[config.mk]
export PLATFORM = sky130hd
export DESIGN_NAME = uart_tx_fifo
export DESIGN_NICKNAME = d
export VERILOG_FILES = /design/src/rtl/uart_tx_fifo.sv
export SDC_FILE = /design/constraint.sdc
export NUM_CORES = 1
export LEC_CHECK = 0
export BUFFER_PORTS_ARGS = -buffer_cell sky130_fd_sc_hd__buf_2
export CAP_MARGIN = 10
export CORE_ASPECT_RATIO = 1.1
export CORE_MARGIN = 2
export CORE_UTILIZATION = 25
export CTS_BUF_LIST = sky130_fd_sc_hd__clkbuf_16
export CTS_CLUSTER_SIZE = 24
export DETAILED_ROUTE_END_ITERATION = 16
export PLACE_DENSITY = 0.48
export SETUP_SLACK_MARGIN = 0.15
export SKIP_CTS_REPAIR_TIMING = 1
export SLEW_MARGIN = 20
export SYNTH_ARGS = -nofsm -noshare
export SYNTH_HDL_FRONTEND = slang
export SYNTH_SLANG_ARGS = --single-unit
[constraint.sdc]
create_clock -name clk -period 6.4 [get_ports clk]
set_input_delay 0.32 -clock clk [delete_from_list [all_inputs] [get_ports clk]]
set_output_delay 0.32 -clock clk [all_outputs]
set_load 0.02 [all_outputs]
[src/rtl/uart_tx_fifo.sv]
// UART transmitter with input FIFO, runtime parity/stop config, frames sent back-to-back.
// Latency: word pushed into empty FIFO while idle is popped next edge; start bit on Sout one edge later.
// Backpressure: DinReady drops when FIFO holds FIFO_DEPTH words; rises again on the next pop.

module uart_tx_fifo_buf #(
  parameter int W     = 8,
  parameter int DEPTH = 4,
  parameter int CW    = $clog2(DEPTH + 1)
) (
  input  logic          clk,
  input  logic          Reset,
  input  logic          wr_vld,
  input  logic [W-1:0]  wr_dat,
  input  logic          rd_en,
  output logic [W-1:0]  rd_dat,
  output logic [CW-1:0] count
);
  localparam int AW = $clog2(DEPTH);

  logic [W-1:0]  mem [DEPTH];
  logic [AW-1:0] wr_ptr;
  logic [AW-1:0] rd_ptr;
  logic          wr_go;
  logic          rd_go;

  // Guard both ports so the occupancy count can never over- or underflow.
  assign wr_go  = wr_vld && (count != CW'(DEPTH));
  assign rd_go  = rd_en && (count != '0);
  assign rd_dat = mem[rd_ptr];

  // Storage array: written on accepted pushes, no reset needed.
  always_ff @(posedge clk) begin
    if (wr_go) begin
      mem[wr_ptr] <= wr_dat;
    end
  end

  // Pointers wrap naturally; count tracks occupancy and defines full/empty.
  always_ff @(posedge clk) begin
    if (Reset) begin
      wr_ptr <= '0;
      rd_ptr <= '0;
      count  <= '0;
    end else begin
      if (wr_go) begin
        wr_ptr <= wr_ptr + AW'(1);
      end
      if (rd_go) begin
        rd_ptr <= rd_ptr + AW'(1);
      end
      case ({wr_go, rd_go})
        2'b10:   count <= count + CW'(1);
        2'b01:   count <= count - CW'(1);
        default: count <= count;
      endcase
    end
  end
endmodule

module uart_tx_fifo #(
  parameter int CLKS_PER_BIT = 5208,
  parameter int DATA_BITS    = 8,
  parameter int FIFO_DEPTH   = 4
) (
  input  logic                                 clk,
  input  logic                                 Reset,
  input  logic [DATA_BITS-1:0]                 Din,
  input  logic                                 DinValid,
  output logic                                 DinReady,
  input  logic [1:0]                           ParityMode,
  input  logic                                 TwoStop,
  output logic                                 Sout,
  output logic                                 Busy,
  output logic                                 TxDone,
  output logic [$clog2(FIFO_DEPTH+1)-1:0]      Count
);
  localparam int TW = $clog2(CLKS_PER_BIT);
  localparam int IW = $clog2(DATA_BITS);
  localparam int CW = $clog2(FIFO_DEPTH + 1);

  typedef enum logic [2:0] {
    S_IDLE,
    S_START,
    S_DATA,
    S_PARITY,
    S_STOP
  } state_t;

  state_t               state;
  state_t               state_nxt;
  logic [TW-1:0]        timer;
  logic [IW-1:0]        bit_idx;
  logic                 stop_idx;
  logic [DATA_BITS-1:0] shreg;
  logic                 par_bit;
  logic                 par_en;
  logic                 two_stop;
  logic                 done_pend;

  logic                 bit_end;
  logic                 last_stop;
  logic                 pop;
  logic                 sout_nxt;
  logic                 done_evt;
  logic                 fifo_empty;
  logic [DATA_BITS-1:0] fifo_dat;
  logic                 wr_vld;

  assign fifo_empty = (Count == '0);
  assign DinReady   = (Count != CW'(FIFO_DEPTH));
  assign wr_vld     = DinValid && DinReady;
  assign bit_end    = (timer == TW'(CLKS_PER_BIT - 1));
  assign last_stop  = (stop_idx == two_stop);
  assign Busy       = (state != S_IDLE);

  uart_tx_fifo_buf #(
    .W     (DATA_BITS),
    .DEPTH (FIFO_DEPTH),
    .CW    (CW)
  ) u_buf (
    .clk    (clk),
    .Reset  (Reset),
    .wr_vld (wr_vld),
    .wr_dat (Din),
    .rd_en  (pop),
    .rd_dat (fifo_dat),
    .count  (Count)
  );

  // State register.
  always_ff @(posedge clk) begin
    if (Reset) begin
      state <= S_IDLE;
    end else begin
      state <= state_nxt;
    end
  end

  // Next state, FIFO pop, next line level and end-of-frame event.
  always_comb begin
    state_nxt = state;
    pop       = 1'b0;
    sout_nxt  = 1'b1;
    done_evt  = 1'b0;
    case (state)
      S_IDLE: begin
        if (!fifo_empty) begin
          pop       = 1'b1;
          state_nxt = S_START;
        end
      end
      S_START: begin
        sout_nxt = 1'b0;
        if (bit_end) begin
          state_nxt = S_DATA;
        end
      end
      S_DATA: begin
        sout_nxt = shreg[0];
        if (bit_end && (bit_idx == IW'(DATA_BITS - 1))) begin
          state_nxt = par_en ? S_PARITY : S_STOP;
        end
      end
      S_PARITY: begin
        sout_nxt = par_bit;
        if (bit_end) begin
          state_nxt = S_STOP;
        end
      end
      S_STOP: begin
        sout_nxt = 1'b1;
        if (bit_end && last_stop) begin
          done_evt = 1'b1;
          // Chain straight into the next start bit when more words wait.
          if (!fifo_empty) begin
            pop       = 1'b1;
            state_nxt = S_START;
          end else begin
            state_nxt = S_IDLE;
          end
        end
      end
      default: begin
        state_nxt = S_IDLE;
      end
    endcase
  end

  // Bit timer: runs only while framing, wraps at every bit boundary.
  always_ff @(posedge clk) begin
    if (Reset) begin
      timer <= '0;
    end else if ((state == S_IDLE) || bit_end) begin
      timer <= '0;
    end else begin
      timer <= timer + TW'(1);
    end
  end

  // Frame datapath: load word and frozen config on pop, shift data bits out LSB first.
  always_ff @(posedge clk) begin
    if (Reset) begin
      shreg    <= '0;
      bit_idx  <= '0;
      stop_idx <= 1'b0;
      par_bit  <= 1'b0;
      par_en   <= 1'b0;
      two_stop <= 1'b0;
    end else if (pop) begin
      shreg    <= fifo_dat;
      bit_idx  <= '0;
      stop_idx <= 1'b0;
      par_bit  <= (ParityMode == 2'b10) ? ~^fifo_dat : ^fifo_dat;
      par_en   <= (ParityMode == 2'b01) || (ParityMode == 2'b10);
      two_stop <= TwoStop;
    end else if (bit_end) begin
      if (state == S_DATA) begin
        shreg   <= {1'b0, shreg[DATA_BITS-1:1]};
        bit_idx <= bit_idx + IW'(1);
      end
      if (state == S_STOP) begin
        stop_idx <= stop_idx + 1'b1;
      end
    end
  end

  // Registered line and done pulse; TxDone lags one extra edge so it lines up
  // with the cycle after the final stop bit has been on the line.
  always_ff @(posedge clk) begin
    if (Reset) begin
      Sout      <= 1'b1;
      done_pend <= 1'b0;
      TxDone    <= 1'b0;
    end else begin
      Sout      <= sout_nxt;
      done_pend <= done_evt;
      TxDone    <= done_pend;
    end
  end
endmodule

-- Word level (Yosys, flattened, before mapping)
Memories as Yosys holds them, arrays and structs flattened. A register that Yosys moved wholly into a read port is not among the register bits.
Index checks and enable logic that the tools add are counted.
W data, S select, Z words.
- add/sub/neg operators: 7
- equality and inequality tests: 17
- mux-type cells: 22
- bitwise gates (word level): 1
- reduce and logical (&&, ||, !) cells: 23
- operators with widths (kind ; number):
    $mux W8 ; 3
    $mux W3 ; 6
    $pmux W3 S5 ; 1
    $add A13 B1 Y13 const B ; 1
    $eq A13 B13 Y1 const B ; 1
    $ne A2 B2 Y1 const B ; 5
    $reduce_xnor A8 Y1 ; 1
    $reduce_xor A8 Y1 ; 1
    $mux W1 ; 7
    $add A3 B1 Y3 const B ; 2
    $eq A3 B2 Y1 const B ; 2
    $eq A3 B3 Y1 const B ; 2
    $logic_not A3 Y1 ; 2
    $pmux W3 S2 ; 1
    $reduce_and A2 Y1 ; 3
    $reduce_bool A2 Y1 ; 3
    $reduce_bool A3 Y1 ; 2
    $reduce_or A2 Y1 ; 3
    $logic_and A1 B1 Y1 ; 5
    $reduce_and A5 Y1 ; 1
    $add A2 B1 Y2 const B ; 2
    $eq A2 B1 Y1 const B ; 2
    $eq A2 B2 Y1 const B ; 2
    $mux W2 ; 2
    other kinds (9) ; 10
- register bits after elaboration: 41
- RAM bits: 32
- input port bits: 14
- output and inout bits: 7
- logic and storage cells: 85
- memories: 1
- memory list (memory ; words ; bits a word ; rd ports ; clocked after Yosys merged registers in ; write ports ; line ; RTL):
    u_buf.mem ; 4 ; 8 ; 1 ; 1 ; 1 ; 20 ; logic [W-1:0] mem [DEPTH];

-- Logic depth before layout (Yosys ltp)
- depth after elaboration: 7
- gate-level depth with buffers: 12
- depth with buffers taken out: 10

-- Cells and area by module
A second synthesis with hierarchy kept.
- cell total of the unflattened synthesis: 272
- area total of the unflattened synthesis: 3323.2 um^2
- by module, submodules not included (module ; times used ; cells each ; area each (um^2) ; sequential area each (um^2)):
    uart_tx_fifo ; 1 ; 180 ; 1671.6 ; 680.7
    uart_tx_fifo_buf ; 1 ; 92 ; 1651.6 ; 1141.1

-- Worst setup path after synthesis
OpenSTA, ideal clock, no wires.
- kind: flip-flop to flip-flop
- start: reg timer[6]
- end: reg u_buf.count[2]
- library setup time: 70 ps
- arrival: 2681 ps
- required time: 6330 ps
- slack: 3648 ps
- cell stages (with the launch flop): 12
- buffers on the path: 2
- period minus slack after synthesis: 2752 ps
- cell sequence: dfxtp_1 -> nor4bb_1 -> nand4_1 -> a21oi_1 -> clkbuf_1 -> buf_2 -> ha_1 -> inv_1 -> fa_1 -> xor2_1 -> or3_1 -> a21oi_1
- longest elaborated chain between the ends: 7
- RTL lines (element ; line ; RTL):
    from (decl) ; 91 ; logic [TW-1:0] timer;
    from (signal assigned) ; 196 ; timer <= timer + TW'(1);
    $eq A13 B13 Y1 * ; 112 ; assign bit_end = (timer == TW'(CLKS_PER_BIT - 1));
    $logic_and A1 B1 Y1 * ; 172 ; if (bit_end && last_stop) begin
    $mux W1 * ; 172 ;
    $pmux W1 S2 * ; 145 ; case (state)
    $logic_and A1 B1 Y1 * ; 28 ; assign rd_go = rd_en && (count != '0);
    via u_buf.rd_go ; 24 ; logic rd_go;
    $eq A2 B1 Y1 / $eq A2 B2 Y1 (equally long branches) ; 51 ; case ({wr_go, rd_go})
    $pmux W3 S2 / $reduce_bool A2 Y1 (equally long branches) ; -- ;
    to (signal assigned) ; 52 ; 2'b10: count <= count + CW'(1);
    to (signal assigned) ; 53 ; 2'b01: count <= count - CW'(1);
    to (signal assigned) ; 54 ; default: count <= count;
    to (decl) ; 16 ; output logic [CW-1:0] count
Mark *: on every way through the listed nets, which the timed path passes. The rest lies on a longest branch.
A chain may end at the register's enable or synchronous reset.

-- Worst setup path in the final report
- start: reg timer[6]
- end: reg u_buf.count[2]
- longest elaborated chain between the ends: 7
- RTL lines (element ; line):
    $eq A13 B13 Y1 * ; 112
    $logic_and A1 B1 Y1 * ; 172
    $mux W1 * ; 172
    $pmux W1 S2 * ; 145
    $logic_and A1 B1 Y1 * ; 28
    $eq A2 B1 Y1 / $eq A2 B2 Y1 (equally long branches) ; 51
    $pmux W3 S2 / $reduce_bool A2 Y1 (equally long branches) ; --
Every way passes the cells marked *; elsewhere a longest branch is shown, timed or not.

==> results.txt <==
gr ovfl total: 0
slowest CP cell: nor4bb_1
worst vdd ir: 0.173 mV
min Tclk post-route: 2.92 ns
die width: 112 um
fill cell count: 1334
area occupied by multi-input gates: 1290 um2
clk sinks: 75
met2 usage: 15.4%
final-report hold violation count: 0
leakage power: 1.34 nW
Die Footprint: 13700 um2
post-synthesis sequential area ratio: 56.9%
share of layout cells above drive strength 1: 17.3%
cell count after synthesis: 264
met3 Use GR: 3.56%
setup TNS: 0 ns
GRT busiest layer: met2
# diodes: 0
H-tree depth: 3
Post-Syn Nets: 288
Cell Area, Placed: 3460 um2
Worst path max stage delay: 0.50 ns
Reg area: 1820 um2
DRT iter0 DRCs: 88
final hold slack: 0.193 ns
RR Startpoint: timer[6]$_SDFF_PP0_
CTS tree: built
largest area contributor in the netlist: edfxtp_1
clock skew after layout: 0.00565 ns
Worst slew margin: 57.9%
critical-path cell list: nor4bb_1 > nand4_1 > a21oi_2 > buf_4 > ha_1 > inv_1 > fa_1 > xor2_1 > or3_1 > a21oi_1
Crit path arrival time: 3.18 ns
Crit. End Element: flop
worst-path fanout max: 30
initial antenna violation count: 0
Nets: 308
routed length per instance: 13.0 um
Post-Syn Area: 3200 um2
GP Congestion: 0.696
WL final: 5800 um
Pre-Repair DR Iteration Count: 4
fmax: 0.343 GHz
met1 Usage GRT: 10.9%
global-route wire length before repair: 9720 um
CTS root buf: clkbuf_16
I/O pin count: 21
Setup crit start kind: flop
Max Buffers Root-to-Sink: 2
Area contributors post-synth: edfxtp_1 30%, dfxtp_1 27%, mux4_1 4.9%, xnor2_1 3.8%, ha_1 3.5%
post-DR vias/cell: 4.38
std cell rows: 43
vias: 1953
status: finished clean
Die Ht: 123 um
R2R Setup Slk: 3.48 ns
pin count of the biggest net entering global routing: 32
remaining antenna violation count after routing: 0
TritonCTS Buffers: 9
Setup Crit Path Kind: flop to flop
DRC errors left: 0
Port Buffers: 20
syn_area_per_cell: 12.1 um2
HP Start: Din[1]
Max Slew Vio Count: 0
Ys Warns: 0
initial core utilization: 25.5%
Clk pin slew, worst setup/hold paths: 0.06 ns
Critical Path RT: 6.66 ns
Crit. Startpoint: timer[6]$_SDFF_PP0_
Tot GR Track Use: 9.25%
DP HPWL: 3890 um
post-synth top area share: 30.0%
Yosys reg bits: 75
max_cap viols: 0
worst min path class: input pin to flop
vias in the first global route: 1963
post-synth cell types: 42
P per Cell Area: 400 nW/um2
post-layout util: 29.9%
Tcrit/Tclk final: 45.6%
RSZ-0062 raised after global routing: false
final setup fails: 0
post-route cell area: 3770 um2
Worst Max-Slew Pin Slew: 0.632 ns
Area Overhead vs Synth: 17.6%
clk_lat worst skew: 0.34 ns
total core area: 12600 um2
[routing by layer]
| layer | share of wire, % | up-vias |
|---|---|---|
| li1 | - | 993 |
| met1 | 46 | 924 |
| met2 | 50 | 26 |
| met3 | 3.4 | 10 |
| met4 | 1.2 | 0 |
| met5 | 0 | - |
[sequential cells by signal (all words and copies together) (netlist names), named ones only]
name	flops
u_buf.mem	32
timer	13
shreg	8
bit_idx	3
state	3
u_buf.count	3
u_buf.rd_ptr	2
u_buf.wr_ptr	2
Sout	1
TxDone	1
done_pend	1
par_bit	1
par_en	1
stop_idx	1
two_stop	1
[cell type report]
type                       instances  area share [%]
timing repair buffer              21            2.85
inverter                          11            1.10
tap                              157            5.21
multi-input combinational        166            34.2
clock buffer                      10            6.64
sequential                        75            48.3
clock inverter                     6            1.69
[layout by cell type, fill, tap and decap left out, drive strengths merged, types with 9 or more instances in the layout]
cell | Yosys | layout
nor2 | 27 | 27
nand3 | 10 | 10
nand2 | 9 | 9
dfxtp | 43 | 43
xnor2 | 15 | 15
a21oi | 16 | 16
clkbuf | 8 | 10
or3b | 9 | 9
inv | 11 | 12
buf | 4 | 21
ha | 9 | 9
and3 | 9 | 9
edfxtp | 32 | 32
[cells in the mapped netlist]
library cell	number
inv_1	11
edfxtp_1	32
o31ai_1	2
o21a_1	1
nand3_1	10
dfxtp_1	43
xnor2_1	14
nand4_1	2
a21bo_2	1
a22oi_1	7
clkbuf_1	7
xnor3_1	1
or3_1	2
nor4b_1	2
nor3_1	6
nand2_1	9
mux4_1	6
o21ai_0	3
nand2b_1	1
fa_1	1
or3b_2	9
buf_1	1
nor4_1	1
buf_2	2
buf_6	1
and4b_1	2
a211oi_1	2
nor4bb_1	1
o211ai_1	1
mux4_2	2
nor2_1	27
xnor2_2	1
clkbuf_2	1
nor3b_1	2
xor2_1	8
a21oi_1	16
and2_1	1
ha_1	9
nor2b_1	1
nand3b_1	3
and3_1	9
mux2i_1	3
[worst max-delay path: cells and delay by family, from the launching register on]
family	cells	cell delay (ns)
and+or+nand+nor	3	1.02
AOI/OAI and AO/OA	2	0.33
xor gates and xnor gates	1	0.16
DFF	1	0.38
adders and majority gates	2	0.60
buffers and inverters	2	0.35
[stage by stage]
step | worst slack, ns | std cells | power, mW
final | 3.48 | 446 | 1.51
after CTS | 3.46 | 446 | 1.54
after global placement | 3.62 | 430 | 1.00
after floorplan | 3.65 | 264 | 0.921
after detailed placement | 3.53 | 430 | 1.01
after global routing | 3.19 | 446 | 1.60
[worst paths after layout]
| check | to | cells past startpoint |
|---|---|---|
| setup / recovery | u_buf.count[2]$_SDFFE_PP0P_ | 10 |
| hold / removal | u_buf.mem[3][1]$_DFFE_PP_ | 1 |
| setup reg to reg | u_buf.count[2]$_SDFFE_PP0P_ | 10 |
| hold reg to reg | TxDone$_SDFF_PP0_ | 1 |
[cells by family (layout without fill, tap and decap cells)]
family	after synthesis	in the layout	share of synthesized area [%]
and+or+nand+nor	88	88	15.2
muxes	11	11	7.26
AOI/OAI and AO/OA	33	33	6.33
adders and majority gates	10	10	4.14
xor gates and xnor gates	24	24	7.22
buffers and inverters	23	48	3.05
DFF	75	75	56.9
[power by group]
group	switching [mW]	internal [mW]	leakage, nW
combinational	0.185	0.180	0.540
sequential	0.0488	0.575	0.644
clock	0.194	0.324	0.155
Power figures use the tool's default switching activity.
